### src/rtl/cmd_frame_parser_pkg.sv
// Shared constants and types for the command frame parser: opcode bytes,
// decoded command encodings, error codes and the parser FSM state type.
package cmd_parser_pkg;

  localparam logic [7:0] OPC_WR      = 8'hAA;
  localparam logic [7:0] OPC_RD      = 8'hBB;
  localparam logic [7:0] OPC_ALU_OP  = 8'hCC;
  localparam logic [7:0] OPC_ALU_NOP = 8'hDD;

  typedef enum logic [1:0] {
    CMD_WR      = 2'b00,
    CMD_RD      = 2'b01,
    CMD_ALU_OP  = 2'b10,
    CMD_ALU_NOP = 2'b11
  } cmd_op_e;

  typedef enum logic [1:0] {
    ERR_NONE    = 2'b00,
    ERR_UNKNOWN = 2'b01,
    ERR_TIMEOUT = 2'b10,
    ERR_OVERRUN = 2'b11
  } err_code_e;

  typedef enum logic [2:0] {
    ST_IDLE,
    ST_WR_ADDR,
    ST_WR_DATA,
    ST_RD_ADDR,
    ST_ALU_A,
    ST_ALU_B,
    ST_ALU_FUN,
    ST_OUT
  } state_e;

endpackage

### src/rtl/cmd_frame_parser_if.sv
// Byte-stream input, decoded-command valid/ready output and error strobe of
// the parser; slave is the parser's view, master the producer/consumer side.
interface cmd_frame_parser_if
  import cmd_parser_pkg::*;
#(
  parameter int DATA_WIDTH = 8,
  parameter int ADDR_WIDTH = 4,
  parameter int FUN_WIDTH  = 4
);

  logic [DATA_WIDTH-1:0] rx_data;
  logic                  rx_valid;

  logic                  cmd_valid;
  logic                  cmd_ready;
  cmd_op_e               cmd_op;
  logic [ADDR_WIDTH-1:0] cmd_addr;
  logic [DATA_WIDTH-1:0] cmd_wdata;
  logic [DATA_WIDTH-1:0] cmd_opa;
  logic [DATA_WIDTH-1:0] cmd_opb;
  logic [FUN_WIDTH-1:0]  cmd_fun;

  logic                  err_pulse;
  err_code_e             err_code;

  modport master (
    output rx_data, rx_valid, cmd_ready,
    input  cmd_valid, cmd_op, cmd_addr, cmd_wdata, cmd_opa, cmd_opb, cmd_fun,
    input  err_pulse, err_code
  );

  modport slave (
    input  rx_data, rx_valid, cmd_ready,
    output cmd_valid, cmd_op, cmd_addr, cmd_wdata, cmd_opa, cmd_opb, cmd_fun,
    output err_pulse, err_code
  );

endinterface

### src/rtl/cmd_frame_parser_frame_timer.sv
// Saturating inter-byte idle counter; o_expired is high on the cycle that
// would be the TIMEOUT_CYCLES-th consecutive enabled cycle.
module frame_timer #(
  parameter int TIMEOUT_CYCLES = 1024
) (
  input  logic i_clk,
  input  logic i_rst,
  input  logic i_clear,
  input  logic i_enable,
  output logic o_expired
);

  localparam int CW = $clog2(TIMEOUT_CYCLES + 1);

  logic [CW-1:0] r_count;

  // NOTE: sequential state is written with non-blocking assignments only, so
  // every register samples the pre-edge values of the others.
  always_ff @(posedge i_clk) begin
    if (i_rst || i_clear) begin
      r_count <= '0;
    end else if (i_enable && (r_count != CW'(TIMEOUT_CYCLES))) begin
      r_count <= r_count + CW'(1);
    end
  end

  assign o_expired = i_enable && !i_clear && (r_count == CW'(TIMEOUT_CYCLES - 1));

endmodule

### src/rtl/cmd_frame_parser.sv
// Assembles opcode-led byte frames into decoded commands presented on a
// valid/ready handshake, with timeout, unknown-opcode and overrun reporting.
module cmd_frame_parser
  import cmd_parser_pkg::*;
#(
  parameter int DATA_WIDTH     = 8,
  parameter int ADDR_WIDTH     = 4,
  parameter int FUN_WIDTH      = 4,
  parameter int TIMEOUT_CYCLES = 1024
) (
  input logic               i_clk,
  input logic               i_rst,
  cmd_frame_parser_if.slave io_bus
);

  state_e                r_state;
  logic                  r_cmd_valid;
  cmd_op_e               r_op;
  logic [ADDR_WIDTH-1:0] r_addr;
  logic [DATA_WIDTH-1:0] r_wdata;
  logic [DATA_WIDTH-1:0] r_opa;
  logic [DATA_WIDTH-1:0] r_opb;
  logic [FUN_WIDTH-1:0]  r_fun;
  logic                  r_err_pulse;
  err_code_e             r_err_code;

  logic    w_opc_known;
  cmd_op_e w_opc_op;
  state_e  w_opc_state;
  logic    w_in_field;
  logic    w_xfer;
  logic    w_take_opcode;
  logic    w_tmr_en;
  logic    w_tmr_expired;

  // NOTE: every signal driven here gets a default first, so no path leaves it
  // unassigned and no latch is inferred.
  always_comb begin
    w_opc_known = 1'b1;
    w_opc_op    = CMD_WR;
    w_opc_state = ST_WR_ADDR;
    if (io_bus.rx_data == DATA_WIDTH'(OPC_WR)) begin
      w_opc_op    = CMD_WR;
      w_opc_state = ST_WR_ADDR;
    end else if (io_bus.rx_data == DATA_WIDTH'(OPC_RD)) begin
      w_opc_op    = CMD_RD;
      w_opc_state = ST_RD_ADDR;
    end else if (io_bus.rx_data == DATA_WIDTH'(OPC_ALU_OP)) begin
      w_opc_op    = CMD_ALU_OP;
      w_opc_state = ST_ALU_A;
    end else if (io_bus.rx_data == DATA_WIDTH'(OPC_ALU_NOP)) begin
      w_opc_op    = CMD_ALU_NOP;
      w_opc_state = ST_ALU_FUN;
    end else begin
      w_opc_known = 1'b0;
    end
  end

  assign w_in_field = (r_state != ST_IDLE) && (r_state != ST_OUT);
  assign w_xfer     = r_cmd_valid && io_bus.cmd_ready;
  // A byte arriving together with a transfer starts the next frame directly.
  assign w_take_opcode = io_bus.rx_valid &&
                         ((r_state == ST_IDLE) || ((r_state == ST_OUT) && w_xfer));
  assign w_tmr_en = w_in_field && !io_bus.rx_valid;

  frame_timer #(
    .TIMEOUT_CYCLES (TIMEOUT_CYCLES)
  ) u_frame_timer (
    .i_clk     (i_clk),
    .i_rst     (i_rst),
    .i_clear   (!w_tmr_en),
    .i_enable  (w_tmr_en),
    .o_expired (w_tmr_expired)
  );

  always_ff @(posedge i_clk) begin
    if (i_rst) begin
      r_state     <= ST_IDLE;
      r_cmd_valid <= 1'b0;
      r_op        <= CMD_WR;
      r_addr      <= '0;
      r_wdata     <= '0;
      r_opa       <= '0;
      r_opb       <= '0;
      r_fun       <= '0;
      r_err_pulse <= 1'b0;
      r_err_code  <= ERR_NONE;
    end else begin
      r_err_pulse <= 1'b0;
      if (w_xfer) begin
        r_cmd_valid <= 1'b0;
      end

      if (w_take_opcode) begin
        if (w_opc_known) begin
          r_op    <= w_opc_op;
          r_state <= w_opc_state;
        end else begin
          r_err_pulse <= 1'b1;
          r_err_code  <= ERR_UNKNOWN;
          r_state     <= ST_IDLE;
        end
      end else if (w_tmr_expired) begin
        r_err_pulse <= 1'b1;
        r_err_code  <= ERR_TIMEOUT;
        r_state     <= ST_IDLE;
      end else if (r_state == ST_OUT) begin
        if (w_xfer) begin
          r_state <= ST_IDLE;
        end else if (io_bus.rx_valid) begin
          r_err_pulse <= 1'b1;
          r_err_code  <= ERR_OVERRUN;
        end
      end else if (io_bus.rx_valid) begin
        unique case (r_state)
          ST_WR_ADDR: begin
            r_addr  <= io_bus.rx_data[ADDR_WIDTH-1:0];
            r_state <= ST_WR_DATA;
          end
          ST_WR_DATA: begin
            r_wdata     <= io_bus.rx_data;
            r_cmd_valid <= 1'b1;
            r_state     <= ST_OUT;
          end
          ST_RD_ADDR: begin
            r_addr      <= io_bus.rx_data[ADDR_WIDTH-1:0];
            r_cmd_valid <= 1'b1;
            r_state     <= ST_OUT;
          end
          ST_ALU_A: begin
            r_opa   <= io_bus.rx_data;
            r_state <= ST_ALU_B;
          end
          ST_ALU_B: begin
            r_opb   <= io_bus.rx_data;
            r_state <= ST_ALU_FUN;
          end
          ST_ALU_FUN: begin
            r_fun       <= io_bus.rx_data[FUN_WIDTH-1:0];
            r_cmd_valid <= 1'b1;
            r_state     <= ST_OUT;
          end
          default: begin
            r_state <= r_state;
          end
        endcase
      end
    end
  end

  assign io_bus.cmd_valid = r_cmd_valid;
  assign io_bus.cmd_op    = r_op;
  assign io_bus.cmd_addr  = r_addr;
  assign io_bus.cmd_wdata = r_wdata;
  assign io_bus.cmd_opa   = r_opa;
  assign io_bus.cmd_opb   = r_opb;
  assign io_bus.cmd_fun   = r_fun;
  assign io_bus.err_pulse = r_err_pulse;
  assign io_bus.err_code  = r_err_code;

endmodule
### src/flat_wrapper.sv
// flat-port wrapper written by rule: the top's interface ports become plain ports
module cmd_frame_parser_flat import cmd_parser_pkg::*;
#(
  parameter int DATA_WIDTH     = 8,
  parameter int ADDR_WIDTH     = 4,
  parameter int FUN_WIDTH      = 4,
  parameter int TIMEOUT_CYCLES = 1024
)
  (i_clk, i_rst, io_bus_rx_data, io_bus_rx_valid, io_bus_cmd_ready, io_bus_cmd_valid, io_bus_cmd_op, io_bus_cmd_addr, io_bus_cmd_wdata, io_bus_cmd_opa, io_bus_cmd_opb, io_bus_cmd_fun, io_bus_err_pulse, io_bus_err_code);
  cmd_frame_parser_if #(.DATA_WIDTH(DATA_WIDTH), .ADDR_WIDTH(ADDR_WIDTH), .FUN_WIDTH(FUN_WIDTH)) io_bus_i ();
  input logic i_clk;
  input logic i_rst;
  input wire logic [$bits(io_bus_i.rx_data)-1:0] io_bus_rx_data;
  input wire logic [$bits(io_bus_i.rx_valid)-1:0] io_bus_rx_valid;
  input wire logic [$bits(io_bus_i.cmd_ready)-1:0] io_bus_cmd_ready;
  output wire logic [$bits(io_bus_i.cmd_valid)-1:0] io_bus_cmd_valid;
  output wire logic [$bits(io_bus_i.cmd_op)-1:0] io_bus_cmd_op;
  output wire logic [$bits(io_bus_i.cmd_addr)-1:0] io_bus_cmd_addr;
  output wire logic [$bits(io_bus_i.cmd_wdata)-1:0] io_bus_cmd_wdata;
  output wire logic [$bits(io_bus_i.cmd_opa)-1:0] io_bus_cmd_opa;
  output wire logic [$bits(io_bus_i.cmd_opb)-1:0] io_bus_cmd_opb;
  output wire logic [$bits(io_bus_i.cmd_fun)-1:0] io_bus_cmd_fun;
  output wire logic [$bits(io_bus_i.err_pulse)-1:0] io_bus_err_pulse;
  output wire logic [$bits(io_bus_i.err_code)-1:0] io_bus_err_code;
  assign io_bus_i.rx_data = io_bus_rx_data;
  assign io_bus_i.rx_valid = io_bus_rx_valid;
  assign io_bus_i.cmd_ready = io_bus_cmd_ready;
  assign io_bus_cmd_valid = io_bus_i.cmd_valid;
  assign io_bus_cmd_op = io_bus_i.cmd_op;
  assign io_bus_cmd_addr = io_bus_i.cmd_addr;
  assign io_bus_cmd_wdata = io_bus_i.cmd_wdata;
  assign io_bus_cmd_opa = io_bus_i.cmd_opa;
  assign io_bus_cmd_opb = io_bus_i.cmd_opb;
  assign io_bus_cmd_fun = io_bus_i.cmd_fun;
  assign io_bus_err_pulse = io_bus_i.err_pulse;
  assign io_bus_err_code = io_bus_i.err_code;
  cmd_frame_parser #(.DATA_WIDTH(DATA_WIDTH), .ADDR_WIDTH(ADDR_WIDTH), .FUN_WIDTH(FUN_WIDTH), .TIMEOUT_CYCLES(TIMEOUT_CYCLES)) u_core (.i_clk(i_clk), .i_rst(i_rst), .io_bus(io_bus_i));
endmodule
### config.mk
export PLATFORM = sky130hd
export DESIGN_NAME = cmd_frame_parser_flat
export DESIGN_NICKNAME = d
export VERILOG_FILES = /design/src/rtl/cmd_frame_parser_pkg.sv /design/src/rtl/cmd_frame_parser_if.sv /design/src/rtl/cmd_frame_parser_frame_timer.sv /design/src/rtl/cmd_frame_parser.sv /design/src/flat_wrapper.sv
export SDC_FILE = /design/constraint.sdc
export NUM_CORES = 1
export LEC_CHECK = 0
export BUFFER_PORTS_ARGS = -buffer_cell sky130_fd_sc_hd__buf_4
export CORE_MARGIN = 2
export CORE_UTILIZATION = 45
export DETAILED_ROUTE_END_ITERATION = 8
export PLACE_DENSITY = 0.68
export SLEW_MARGIN = 20
export SYNTH_ARGS = -nofsm -noshare
export SYNTH_HDL_FRONTEND = slang
export SYNTH_SLANG_ARGS = --single-unit
export TNS_END_PERCENT = 50
### constraint.sdc
create_clock -name i_clk -period 2.85 [get_ports i_clk]
set_input_delay 0.855 -clock i_clk [delete_from_list [all_inputs] [get_ports i_clk]]
set_output_delay 0.855 -clock i_clk [all_outputs]
set_load 0.005 [all_outputs]
# --- After elaboration in Yosys (flattened, before gate mapping) ---
# Index checks and enable logic that the tools add are counted.
word_totals:
  regBits: 52
op_classes:
  n_mux: 37
  add_sub_neg: 1
  bitwise_logic: 3
  eq_ne: 17
  n_reduce_logical: 27
ops:
  columns: ["cell", "n"]
  rows:
  - ["8-bit equality test (second input constant)", 4]
  - ["3-bit 2-to-1 mux", 10]
  - ["5-bit AND reduction", 5]
  - ["2-bit 2-to-1 mux", 10]
  - ["1-bit 2-to-1 mux", 16]
  - ["3-bit equality test (second input constant)", 4]
  - ["3-bit case mux with 4 select lines", 1]
  - ["11-bit by 1-bit adder with 11-bit output (second input constant)", 1]
  - ["11-bit by 10-bit equality test with 1-bit output (second input constant)", 1]
  - ["11-bit != test (second input constant)", 1]
  - ["3-bit nonzero test", 3]
  - ["1-bit logical AND", 7]
  - ["7-bit nonzero test", 1]
  - ["3-bit by 2-bit equality test with 1-bit output (second input constant)", 2]
  - ["3-bit != test (second input constant)", 2]
  - ["4-bit by 2-bit != test with 1-bit output (second input constant)", 1]
  - ["4-bit AND reduction", 1]
  - ["4-bit nonzero test", 1]
  - ["3-bit by 1-bit equality test with 1-bit output (second input constant)", 1]
  - ["3-bit zero test", 1]
  - ["1-bit NOT", 3]
  - ["3-bit AND reduction", 1]
  - ["3-bit OR reduction", 1]
  - ["1-bit zero test", 2]
  - ["other kinds (4)", 5]

# --- Logic depth before layout (Yosys ltp) ---
logic_depth:
  ltp_word: 7
  ltp_mapped: 7
  depth_no_buf: 6

# --- Cells and area by module ---
# From an unflattened synthesis, not the netlist that was laid out.
hier_totals:
  cells_unflattened: 255
  area_unflattened_um2: 2381.0
by_module_without_submodules:
  columns: ["module", "seq_area_each_um2", "cells_per_inst", "area_each_um2", "instances"]
  rows:
  - ["cmd_frame_parser", 820.8, 179, 1730.4, 1]
  - ["frame_timer", 220.2, 76, 650.6, 1]

# --- Worst setup path before layout ---
# No wires, ideal clock.
synth_timing:
  kind: "in2reg"
  from: "in io_bus_rx_data[0]"
  to: "reg u_core.r_state[2]"
  setup_slack_ps: 773
  setup_ps: 86
  stages: 6
  t_arrival_ps: 1990
  t_required_ps: 2764
  n_path_buf: 1
  cell_sequence: "clkbuf_1 xnor2_1 nand3_1 nor4_4 o221ai_2 a221oi_2"
synth_between:
  elab_chain_len: 7
synth_rtl:
  columns: ["item", "line", "source"]
  rows:
  - ["start: declaration", "flat_wrapper.sv:13", "input wire logic [$bits(io_bus_i.rx_data)-1:0] io_bus_rx_data;"]
  - ["8-bit equality test", "cmd_frame_parser.sv:51", "end else if (io_bus.rx_data == DATA_WIDTH'(OPC_ALU_NOP)) begin"]
  - ["3-bit 2-to-1 mux or 1-bit 2-to-1 mux (tied branches)", "cmd_frame_parser.sv:51", null]
  - ["3-bit 2-to-1 mux or 1-bit 2-to-1 mux (tied branches)", "cmd_frame_parser.sv:48", "end else if (io_bus.rx_data == DATA_WIDTH'(OPC_ALU_OP)) begin"]
  - ["3-bit 2-to-1 mux or 1-bit 2-to-1 mux (tied branches)", "cmd_frame_parser.sv:45", "end else if (io_bus.rx_data == DATA_WIDTH'(OPC_RD)) begin"]
  - ["3-bit 2-to-1 mux or 1-bit 2-to-1 mux (tied branches)", "cmd_frame_parser.sv:42", "if (io_bus.rx_data == DATA_WIDTH'(OPC_WR)) begin"]
  - ["3-bit 2-to-1 mux (*)", "cmd_frame_parser.sv:95", "if (w_opc_known) begin"]
  - ["3-bit 2-to-1 mux (*)", "cmd_frame_parser.sv:94", "if (w_take_opcode) begin"]
  - ["end signal: assignment", "cmd_frame_parser.sv:97", "r_state <= w_opc_state;"]
  - ["end signal: assignment", "cmd_frame_parser.sv:144", "r_state <= r_state;"]
  - ["end: declaration", "cmd_frame_parser.sv:16", "state_e r_state;"]
# Mark *: on every way between the ends. The rest lies on a longest branch, timed or not.
# A chain may end at the register's enable or synchronous reset.

# --- Worst setup path after layout ---
layout_timing:
  from: "reg u_core.r_state[1]"
  to: "reg u_core.u_frame_timer.r_count[10]"
layout_between:
  elab_chain_len: 5
layout_rtl:
  columns: ["item", "line", "source"]
  rows:
  - ["3-bit != test or 3-bit nonzero test (tied branches)", "cmd_frame_parser.sv:59", "assign w_in_field = (r_state != ST_IDLE) && (r_state != ST_OUT);"]
  - ["1-bit logical AND (*)", "cmd_frame_parser.sv:59", null]
  - ["1-bit logical AND (*)", "cmd_frame_parser.sv:64", "assign w_tmr_en = w_in_field && !io_bus.rx_valid;"]
  - ["1-bit zero test", "cmd_frame_parser.sv:71", ".i_clear (!w_tmr_en),"]
  - ["1-bit logical OR", "cmd_frame_parser_frame_timer.sv:20", "if (i_rst || i_clear) begin"]
  - ["end signal: assignment", "cmd_frame_parser_frame_timer.sv:23", "r_count <= r_count + CW'(1);"]
  - ["end: declaration", "cmd_frame_parser_frame_timer.sv:15", "logic [CW-1:0] r_count;"]
# Marks and branches as above.

==> metrics.md <==
| Metric | Value |
|---|---|
| Status | finished, final reports clean |
| Slowest stage delay, CP | 690 ps |
| Avg Cell Area, Syn | 8.39 um2 |
| Cell row count | 26 |
| Layout Utilization | 56.5% |
| # nets final | 334 |
| Count of final hold-check violations | 0 |
| Largest net degree at the start of global routing | 43 |
| Worst min path class | flop to flop |
| Flops & latches, synth | 52 |
| Final-report setup violation count | 0 |
| Cell internal pwr | 0.00113 W |
| Share of layout cells above drive strength 1 | 21.5% |
| Initial Utilization | 46.3% |
| WS Path Type | flop to flop |
| Flop pwr share | 50.4% |
| Total Routed Length | 5740 um |
| Predominant post-synthesis flop cell | dfxtp_1 |
| Worst Setup EP | u_core.u_frame_timer.r_count[10] |
| Worst reg2reg path endpoint | u_core.u_frame_timer.r_count[10] |
| Leakage power total | 1.06 nW |
| Post-Syn Area | approximately 2300 um2 |
| CTS tree | built |
| Die W | 76.0 um |
| Initial antenna violation count | 0 |
| ANT nets after route | 0 |
| Via density | roughly 5.3 |
| FF-to-FF Start | u_core.r_state[1] |
| Mapped Nets | 292 |
| Routability Congestion | 0.899 |
| Worst setup SP type | flop |
| Synth async-reset ratio | 0% |
| Initial DRT Pass Iterations | 4 |
| Critical Path AT | 2350 ps |
| DRC | 0 |
| Worst slew pin tran | about 570 ps |
| Slew HR | around 62% |
| Ant diodes | 0 |
| NetSw | 0.000449 W |
| H-tree levels | 2 |
| Comb power frac | 16.6% |
| Remaining global-route overflow | 0 |
| Crit path max fanout | 16 |
| Vias in the first global route | 1926 |
| Peak Freq | 0.463 GHz |
| Clock network fraction of total power | 33.0% |
| Max Cap Violations | 0 |
| Distinct cells, synth | 42 |
| R2r worst-path depth | 5 |
| Initial DRC count | 111 |
| Nature of the critical path endpoint | flop |
| Inst Count DP | 383 |
| Core ar. | approximately 5000 um2 |
| Clk_skew | 7.30 ps |
| Number of synthesized flops with an enable pin | 0 |
| Avg WL per Cell | 14.7 um |
| Clk buf depth | 2 |
| Final slew viol count | 0 |
| Met1 usage | a little over a quarter |
| Clock sinks | 52 |
| CTS buffer count | 5 |
| Sequential-to-total area share from yosys stat | 44.6% |
| Worst-skew pair later-pin latency | 320 ps |
| IO Count | 50 |
| Root Driver | clkbuf_8 |
| Gr usage total | 20.6% |
| Minimum clock period after layout | between 2000 and 2500 ps |
| R2r setup slk | 690 ps |
| DIE AREA | 5780 um2 |
| Fin Setup TNS | 0 ps |
| Ys Warns | 0 |
| Buffer count from post-CTS setup fixing | 0 |
| Met2 global-route usage | 33.9% |
| Vias | 2077 |
| CP max stage cell | dfxtp_1 |
| Area growth, synth to finish | 22.0% |
| P per Cell Area | 555 nW/um2 |
| GRT Max-Usage Layer | met2 |
| Gate Count Post-Synth | 278 |
| CP cell instances | or3_1 -> nand3_4 -> or4_1 -> a21oi_1 -> nor2_1 |
| Number of port buffers | between 40 and 50 |
| Die height | 76.0 um |
| Maximum VDD drop | approximately 0.00034 V |
| Worst Path Required | between 3000 and 4000 ps |
| RSZ-0062 raised after global routing | no |
| Critical path launch point | u_core.r_state[1] |
| Switching share of total power | 28.4% |
| Post-CTS resize count | 0 |
| Grt met3 use | 4.98% |
| First-pass GRT wire length | 9660 um |
| CTS Hold Buffers Added | 0 |
| Period utilization | around 76% |
| Reg clk slew, reported paths | ~100 ps |
| Layout Cells excl Fill | between 300 and 400 |
| Detailed placement HPWL | 3860 um |
-- worst max-delay path, delay by kind of cell, from the launching register on --
| family | cells | cell delay, ps |
|---|---|---|
| AND/OR/NAND/NOR | 4 | 1180 |
| flip-flops | 1 | 690 |
| AO/OA/AOI/OAI | 1 | 160 |
-- state kept, by name (all words and copies together), names as in the netlist --
| name | cells |
|---|---|
| u_core.r_state | 3 |
| u_core.u_frame_timer.r_count | 11 |
| u_core.io_bus.err_code | 2 |
| u_core.io_bus.cmd_opb | 8 |
| u_core.io_bus.cmd_opa | 8 |
| u_core.io_bus.err_pulse | 1 |
| u_core.io_bus.cmd_op | 2 |
| u_core.io_bus.cmd_wdata | 8 |
| u_core.io_bus.cmd_fun | 4 |
| u_core.io_bus.cmd_valid | 1 |
| u_core.io_bus.cmd_addr | 4 |
-- kinds of logic (layout without fill, tap and decap cells) --
kind of cell | Yosys count | in the layout | synth area share [%]
xor gates and xnor gates | 10 | 10 | 3.75
muxes | 9 | 9 | 3.86
DFF | 52 | 52 | 44.6
buffers and inverters | 23 | 66 | 4.07
adders and majority gates | 2 | 2 | 1.07
and+or+nand+nor | 129 | 129 | 28.3
AOI/OAI and AO/OA | 53 | 53 | 14.4
-- per-layer routing --
metal | routed length (um) | share of wire (%)
met5 | 0 | 0
met4 | 82 | 1.4
met3 | 313 | 5.5
met2 | 2680 | 47
met1 | 2660 | 46
-- Yosys cell counts, types with 2 or more instances --
| library cell | instances | area (um2) |
|---|---|---|
| nand2_1 | 59 | 221 |
| dfxtp_1 | 52 | 1040 |
| a21oi_1 | 39 | 195 |
| nor2_1 | 23 | 86.3 |
| clkbuf_1 | 10 | 37.5 |
| xnor2_1 | 10 | 87.6 |
| mux2i_1 | 9 | 90.1 |
| nor4_1 | 8 | 50.1 |
| nand3_1 | 7 | 35.0 |
| nor3_1 | 7 | 35.0 |
| inv_1 | 6 | 22.5 |
| a211oi_1 | 4 | 30.0 |
| nand4b_1 | 4 | 35.0 |
| buf_2 | 3 | 15.0 |
| o221ai_1 | 3 | 26.3 |
| or3_1 | 3 | 18.8 |
| ha_1 | 2 | 25.0 |
| nand4_1 | 2 | 12.5 |
| nand4bb_1 | 2 | 22.5 |
| nor3_2 | 2 | 20.0 |
| nor4b_1 | 2 | 17.5 |
-- metrics by stage --
| step | power (W) | setup slack (ps) | cell area (um2) | hold WS, ps |
|---|---|---|---|---|
| 2_1_floorplan | 0.000984 | 773 | 2330 | 450 |
| 3_3_place_gp | 0.00107 | 598 | 2740 | 443 |
| 3_5_place_dp | 0.00107 | 553 | 2740 | 447 |
| 4_1_cts | 0.00158 | 747 | 2850 | 460 |
| 5_1_grt | 0.00165 | 609 | 2850 | 480 |
| 6_report | 0.00158 | 692 | 2850 | 458 |
-- how the worst min path moves through the flow --
| stage | end | depth (start not counted) | slack, ps | start |
|---|---|---|---|---|
| floorplan | u_core.io_bus.err_code[1] | 2 | 450 | u_core.io_bus.err_code[1] |
| global placement | u_core.io_bus.cmd_opb[4] | 2 | 440 | u_core.io_bus.cmd_opb[4] |
| detailed placement | u_core.io_bus.cmd_opa[3] | 2 | 450 | u_core.io_bus.cmd_opa[3] |
| CTS | u_core.io_bus.cmd_opa[3] | 2 | 460 | u_core.io_bus.cmd_opa[3] |
| global route | u_core.io_bus.cmd_opb[5] | 2 | 480 | u_core.io_bus.cmd_opb[5] |
| finish | u_core.io_bus.cmd_opb[5] | 2 | 460 | u_core.io_bus.cmd_opb[5] |
-- cells in the final DEF, fill, tap and decap left out, types with 7 or more instances in the layout --
cell	Yosys	final
nand3_1	7	7
nor2_1	23	23
nor3_1	7	7
a21oi_1	39	39
nand2_1	59	59
mux2i_1	9	9
xnor2_1	10	10
buf_4	1	51
nor4_1	8	8
dfxtp_1	52	52
-- layout make-up --
type,instances,area (um2)
multi-input cells,203,1200
fillers,460,2200
inverters,7,26.3
flip-flops and latches,52,1040
clock buffers,6,72.6
well taps,70,87.6
clock inverters,2,38.8
repair buffers,51,383
-- power groups by stage --
stage               logic, W  clock network, W  registers (W)
finish              0.000262          0.000521       0.000798
global route        0.000288          0.000559       0.000804
CTS                 0.000261          0.000526       0.000797
detailed placement  0.000257                 0       0.000814
global placement    0.000255                 0       0.000813
floorplan           0.000189                 0       0.000795
Note: power is estimated with default switching activity, not from simulation.
